`src/rtl/tdc_pkg.sv`:
```
// Shared constants for the TDC fine-time path.
package tdc_pkg;

  localparam int unsigned NTAP = 63;
  localparam int unsigned OUTW = 6;

  // Tap index that cannot occur in a 63-tap ring; marks "no start edge found".
  localparam logic [OUTW-1:0] FINE_INVALID = 6'h3F;

  localparam logic [2:0] LEVEL_MIN = 3'd1;
  localparam logic [2:0] LEVEL_MAX = 3'd3;

endpackage

```
`src/rtl/tdc_ring_edge_detect.sv`:
```
// Ring start-edge detector: start vector, lowest start index, saturating
// edge count and popcount of the delay-line code.
module tdc_ring_edge_detect
  import tdc_pkg::*;
(
  input  logic [NTAP-1:0] code,
  output logic [NTAP-1:0] start,
  output logic [OUTW-1:0] first_idx,
  output logic [1:0]      edge_cnt,
  output logic [OUTW-1:0] pop_cnt
);

  // Predecessor of tap 0 is the last tap, so the run may wrap.
  assign start = code & ~{code[NTAP-2:0], code[NTAP-1]};

  always_comb begin
    first_idx = FINE_INVALID;
    for (int i = int'(NTAP) - 1; i >= 0; i--) begin
      if (start[i]) first_idx = OUTW'(i);
    end
  end

  always_comb begin
    edge_cnt = 2'd0;
    for (int i = 0; i < int'(NTAP); i++) begin
      if (start[i] && edge_cnt != 2'd2) edge_cnt = edge_cnt + 2'd1;
    end
  end

  always_comb begin
    pop_cnt = '0;
    for (int i = 0; i < int'(NTAP); i++) begin
      pop_cnt = pop_cnt + OUTW'(code[i]);
    end
  end

endmodule

```
`src/rtl/toa_fine_encoder_core.sv`:
```
// Registered TOA fine-time encoder: run start index plus code/level error flag,
// one cycle after sampling.
module toa_fine_encoder_core
  import tdc_pkg::*;
(
  input  logic            clk,
  input  logic            rst_n,
  input  logic [NTAP-1:0] encode_In,
  input  logic [2:0]      level,
  output logic [OUTW-1:0] Binary_Out,
  output logic            error
);

  logic [NTAP-1:0] start;
  logic [OUTW-1:0] first_idx;
  logic [1:0]      edge_cnt;
  logic [OUTW-1:0] pop_cnt;
  logic            level_ok;
  logic            err_d;
  logic [OUTW-1:0] bin_q;
  logic            err_q;

  tdc_ring_edge_detect u_edge (
    .code      (encode_In),
    .start     (start),
    .first_idx (first_idx),
    .edge_cnt  (edge_cnt),
    .pop_cnt   (pop_cnt)
  );

  always_comb begin
    level_ok = (level >= LEVEL_MIN) && (level <= LEVEL_MAX);
    err_d    = (edge_cnt != 2'd1) || (pop_cnt != {3'b000, level}) || !level_ok;
  end

  always_ff @(posedge clk or negedge rst_n) begin
    if (!rst_n) begin
      bin_q <= '0;
      err_q <= 1'b0;
    end else begin
      bin_q <= first_idx;
      err_q <= err_d;
    end
  end

  assign Binary_Out = bin_q;
  assign error      = err_q;

endmodule

```
`config.mk`:
```
export PLATFORM = sky130hd
export DESIGN_NAME = toa_fine_encoder_core
export DESIGN_NICKNAME = d
export VERILOG_FILES = /design/src/rtl/tdc_pkg.sv /design/src/rtl/tdc_ring_edge_detect.sv /design/src/rtl/toa_fine_encoder_core.sv
export SDC_FILE = /design/constraint.sdc
export NUM_CORES = 1
export LEC_CHECK = 0
export ABC_CLOCK_PERIOD_IN_PS = 800
export CAP_MARGIN = 20
export CORE_MARGIN = 1.5
export CORE_UTILIZATION = 40
export CTS_CLUSTER_SIZE = 12
export DETAILED_ROUTE_END_ITERATION = 6
export GPL_ROUTABILITY_DRIVEN = 0
export PLACE_DENSITY = 0.71
export SYNTH_ARGS = -nofsm -noshare
export SYNTH_HDL_FRONTEND = slang
export SYNTH_SLANG_ARGS = --single-unit
export TNS_END_PERCENT = 10
```
`constraint.sdc`:
```
create_clock -name clk -period 0.8 [get_ports clk]
set_input_delay 0.08 -clock clk [delete_from_list [all_inputs] [get_ports clk]]
set_output_delay 0.08 -clock clk [all_outputs]
set_load 0.01 [all_outputs]
```
Word-level counts from Yosys, hierarchy flattened
Index checks and enable logic that the tools add are counted.
Widths: inputs -> output; s select.
{"block": "totals", "ram_bits": 0, "latch_bits": 0, "wordCells": 386, "output_inout_bits": 7, "inputBits": 68, "n_memories": 0, "rom_bits": 0, "reg_bits": 7}
{"block": "classes", "shifts": 0, "mul": 0, "eq_ne": 64, "bitwise_logic": 2, "magnitude_cmp": 2, "n_reduce_logical": 66, "add_sub_neg": 124, "n_mux": 126, "div": 0}
{"cell": "$mux 6", "n": 62}
{"cell": "$add 6x1->6", "n": 61}
{"cell": "$mux 2", "n": 62}
{"cell": "$add 2x1->2 const B", "n": 61}
{"cell": "$ne 2x2->1 const B", "n": 61}
{"cell": "$and 63x63->63", "n": 1}
{"cell": "$logic_and 1x1->1", "n": 63}
{"cell": "$not 63->63", "n": 1}
{"cell": "$ne 6x3->1", "n": 1}
{"cell": "$ge 3x1->1 const B", "n": 1}
{"cell": "$le 3x2->1 const B", "n": 1}
{"cell": "$add 1x1->2", "n": 1}
{"cell": "$add 1x1->2 const B", "n": 1}
{"cell": "$logic_or 1x1->1", "n": 2}
{"cell": "$mux 1", "n": 2}
{"cell": "$ne 1x2->1 const B", "n": 1}
{"cell": "$ne 2x1->1 const B", "n": 1}
{"cell": "$logic_not 1->1", "n": 1}

Depth between registers and ports, before layout
{"block": "logic_depth", "depth_word": 192, "mapped_depth": 294, "depth_no_buf": 291}

Hierarchy
Synthesis repeated with hierarchy kept, for this count alone.
{"block": "hier_totals", "cells_unflattened": 909, "hier_area_um2": 6722.7}
{"module": "tdc_ring_edge_detect", "area_per_inst_um2": 6498.7, "cells_per_inst": 896, "seq_area_each_um2": 0.0, "instances": 1}
{"module": "toa_fine_encoder_core", "area_per_inst_um2": 224.0, "cells_per_inst": 13, "seq_area_each_um2": 175.2, "instances": 1}

Least setup slack after synthesis
Ideal clock, no wire load.
{"block": "synth_path", "path_kind": "input port to flip-flop", "start": "input port encode_In[0]", "end": "register err_q (netlist: error)", "stages": 279, "arrival_time_ns": 53.459, "setup_ns": 0.094, "t_required_ns": 0.706, "setup_slack_ns": -52.753, "n_path_buf": 3, "cell_sequence": "inv_1 -> ha_1 -> ha_1 -> and3b_1 -> nor3_1 -> nor2_1 -> ha_1 -> nor3b_1 -> xor2_1 -> a21oi_1 -> xnor2_2 -> ha_1 -> nor3_1 -> nor2_1 -> a21oi_1 -> ha_1 -> nor2_1 -> nor2_1 -> [243 not listed] -> xnor3_1 -> inv_1 -> ha_1 -> nor3_1 -> nor2_1 -> nand3_1 -> nor2_1 -> a211o_1 -> ha_1 -> nor3b_1 -> nor2_1 -> xor2_1 -> ha_1 -> nor3_1 -> nor3_1 -> nand3_1 -> mux2i_1 -> a211oi_1"}
{"block": "synth_via", "elab_chain_len": 191, "word_cells_on_any_way": 317, "cone_classes": "124 x add/sub; 64 x eq/ne; 63 x mux; 2 x bitwise; 64 x reduce/logical"}
{"item": "from (decl)", "line_no": "toa_fine_encoder_core.sv:8", "source": "input logic [NTAP-1:0] encode_In,"}
{"item": "parallel branches: the longest is 189 deep, another holds $add 6x1->6"}
{"item": "$logic_or 1x1->1 (*) (2 in series)", "line_no": "toa_fine_encoder_core.sv:33", "source": "err_d = (edge_cnt != 2'd1) || (pop_cnt != {3'b000, level}) || !level_ok;"}
{"item": "via err_d", "line_no": "toa_fine_encoder_core.sv:19", "source": "logic err_d;"}
{"item": "to (signal assigned)", "line_no": "toa_fine_encoder_core.sv:42", "source": "err_q <= err_d;"}
{"item": "to (decl)", "line_no": "toa_fine_encoder_core.sv:21", "source": "logic err_q;"}
Mark *: on every way through the listed nets, which the timed path passes.

Worst setup path in the final report
Same ends and word-level chain as after synthesis.

==> out/results.ini <==
[status]
status = complete, but fails checks
violations = negative setup slack

[clock_tree]
h-tree-depth = 1
cts_root_buf = clkbuf_16
clock_sinks = 7
clockBufferDepth = 2
cts_buffers = 3
path_clk_slew_ps = 40
cts_hold_buf = 0
cts_tree = done

[detailed_routing]
postRouteAntennaNets = 0
drc_errors = 0
totalWireLength_mm = 29.8
vias_per_cell = 5.44
drt_iter0_markers = 448
firstDrtPassIters = 5
vias = 9156
routedWlPerCell_um = 17.7

[floorplan]
start_util_pct = 40.8
top_level_ports = 75
core_area_um2 = 16500
fp.dieH_um = 133
die_area_um2 = 17700
row_count = 47
die_w_um = 133

[sta]
fmax_mhz = 21.4
worst_slack_ps = -45880
drv_slew = 0
relSlewSlack_pct = 70.0
finalHoldWorstSlack_ps = 125
final.min_clock_period_ps = 46680
tightest_slew_ps = 446
rsz0062_at_grt = true
setup_viol = 13
fin_crit_sh_pct = 5840
hold_viol = 0

[critical_path]
crit_path_end_kind = flip-flop
arrival_ps = 46820
startpoint_type = input pin
max_stage_delay_ps = 430
cpMostUsedCell = ha_2
crit_type = in -> reg
worstPathMaxFanout = 5
crit_end = error$_DFF_PN0_
startpoint = encode_In[0]
worstPathRequired_ps = 940
cpMaxStageDelayCell = or3b_4

[logic_synthesis]
avgSynthCellArea_um2 = 7.63
synthFlopType = dfrtp_1
yosysSeqAreaShare_pct = 2.59
yosysUniqueCellTypes = 75
synth-async-reset-ratio_pct = 100
syn_area_um2 = 6750
ys_ff_latch = 7
syn_nets = 1082
synth_warnings = 0
synth_edf_count = 0
synthCells = 885

[finish]
n_antenna_cell = 0
fin_cells = 1683
num-fill-cells = 956
synthToLayoutAreaGrowth_pct = 99.7
drive_above_1_share_pct = 56.8
finalNetCount = 1661

[global_route]
grt-ovfl-total = 0
grt_pass1_vias = 9621
grt_start_max_net_pins = 9
antenna_found_initial = 0
grt_use_total_pct = 30.5
grt_pass1_wl_mm = 44.4

[place]
portBuffers = 74
post-place-cells = 1528
dp.final_hpwl_mm = 19.2

[hold_path]
hold_class = in -> async

[run]
maxCapViolCount = 0

-- worst max-delay path: cells and delay by family --
family,cells,cell delay (ps)
AND/OR/NAND/NOR,93,15950
adder cells (fa/ha/maj),61,12170
AO/OA/AOI/OAI,52,8670
XOR/XNOR,36,6040
buffers and inverters,27,2670
multiplexers,6,1150
-- layout make-up --
| class | count | area [µm²] | area share, % |
|---|---|---|---|
| clock inverter | 1 | 5.00 | 0.0371 |
| sequential | 7 | 175 | 1.30 |
| clock buffer | 3 | 75.1 | 0.557 |
| multi-input combinational | 754 | 7970 | 59.1 |
| tap | 220 | 275 | 2.04 |
| timing repair buffer | 577 | 4520 | 33.6 |
| inverter | 121 | 458 | 3.40 |
-- Yosys cell counts, types with 6 or more instances --
master | instances | area share [%]
nand4_1 | 9 | 0.83
nor3b_1 | 17 | 1.9
dfrtp_1 | 7 | 2.6
or3_1 | 7 | 0.65
a22oi_1 | 8 | 0.89
a21oi_1 | 56 | 4.2
a211oi_1 | 12 | 1.3
o22ai_1 | 9 | 0.83
nand3_1 | 13 | 0.96
ha_1 | 76 | 14
nor3_1 | 31 | 2.3
fa_1 | 53 | 16
xnor2_2 | 10 | 2.4
a21boi_0 | 7 | 0.78
nand2b_1 | 28 | 2.6
xnor2_1 | 43 | 5.6
nor2_1 | 95 | 5.3
mux2i_1 | 12 | 1.8
nand2_1 | 61 | 3.4
nor2b_1 | 16 | 1.5
a21o_1 | 12 | 1.3
o211ai_1 | 6 | 0.67
xor2_1 | 26 | 3.4
inv_1 | 120 | 6.7
a31oi_1 | 6 | 0.56
o21ai_0 | 41 | 3.0
-- sequential cells by signal, summed over array words and instances, names as in the netlist --
name	count
Binary_Out	6
error	1
-- routing by layer --
layer	up-vias	routed length (µm)	track usage [%]
li1	4243	-	-
met1	4426	10900	34.3
met2	349	16100	59.6
met3	138	1070	1.57
met4	0	1640	12.1
met5	-	0	0
-- metrics by stage --
| step | TNS, ps | util, % | cell area, µm² | worst slack (ps) |
|---|---|---|---|---|
| 2_1_floorplan | -50970 | - | 7830 | -46040 |
| 3_3_place_gp | -57720 | 69.3 | 11500 | -45010 |
| 3_5_place_dp | -59310 | 69.3 | 11500 | -46230 |
| 4_1_cts | -53760 | 76.9 | 12700 | -43850 |
| 5_1_grt | -59530 | 81.6 | 13500 | -48160 |
| 6_report | -56150 | 81.6 | 13500 | -45880 |
-- cell usage in the layout (no fill, tap or decap), types with 22 or more instances in the layout --
master,synthesis,final
xnor2_1,43,22
a21oi_1,56,36
nor2_4,0,27
o21ai_0,41,26
clkdlybuf4s50_1,0,61
nand2_1,61,48
inv_1,120,112
ha_2,0,42
buf_4,0,494
xnor2_2,10,25
nor2_1,95,50
fa_1,53,53
-- cells by family after synthesis --
| group | synth area share, % |
|---|---|
| buffers and inverters | 6.90 |
| DFF | 2.60 |
| and+or+nand+nor | 24.7 |
| adders and majority gates | 29.8 |
| muxes | 2.11 |
| AOI/OAI and AO/OA | 20.1 |
| xor gates and xnor gates | 13.8 |
-- repair_timing --
item,CTS,global route
resized for setup,128,89
pin swaps,161,159
endpoints found under the hold margin,0,0
cloned,0,0
setup buffers,107,44
endpoints found under the setup margin,14,13
-- how the worst min path moves through the flow --
stage	startpoint	end	slack, ps	cells after the start
after detailed placement	rst_n	Binary_Out[0]$_DFF_PN0_	380	1
after floorplan	rst_n	Binary_Out[0]$_DFF_PN0_	-220	0
after global routing	rst_n	Binary_Out[2]$_DFF_PN0_	150	1
after global placement	rst_n	Binary_Out[0]$_DFF_PN0_	380	1
final	rst_n	Binary_Out[2]$_DFF_PN0_	120	1
after CTS	rst_n	Binary_Out[2]$_DFF_PN0_	140	1
Power is left out: the tool's default activity adds up to more than one toggle a clock period on the data nets, which glitch-free logic cannot reach.
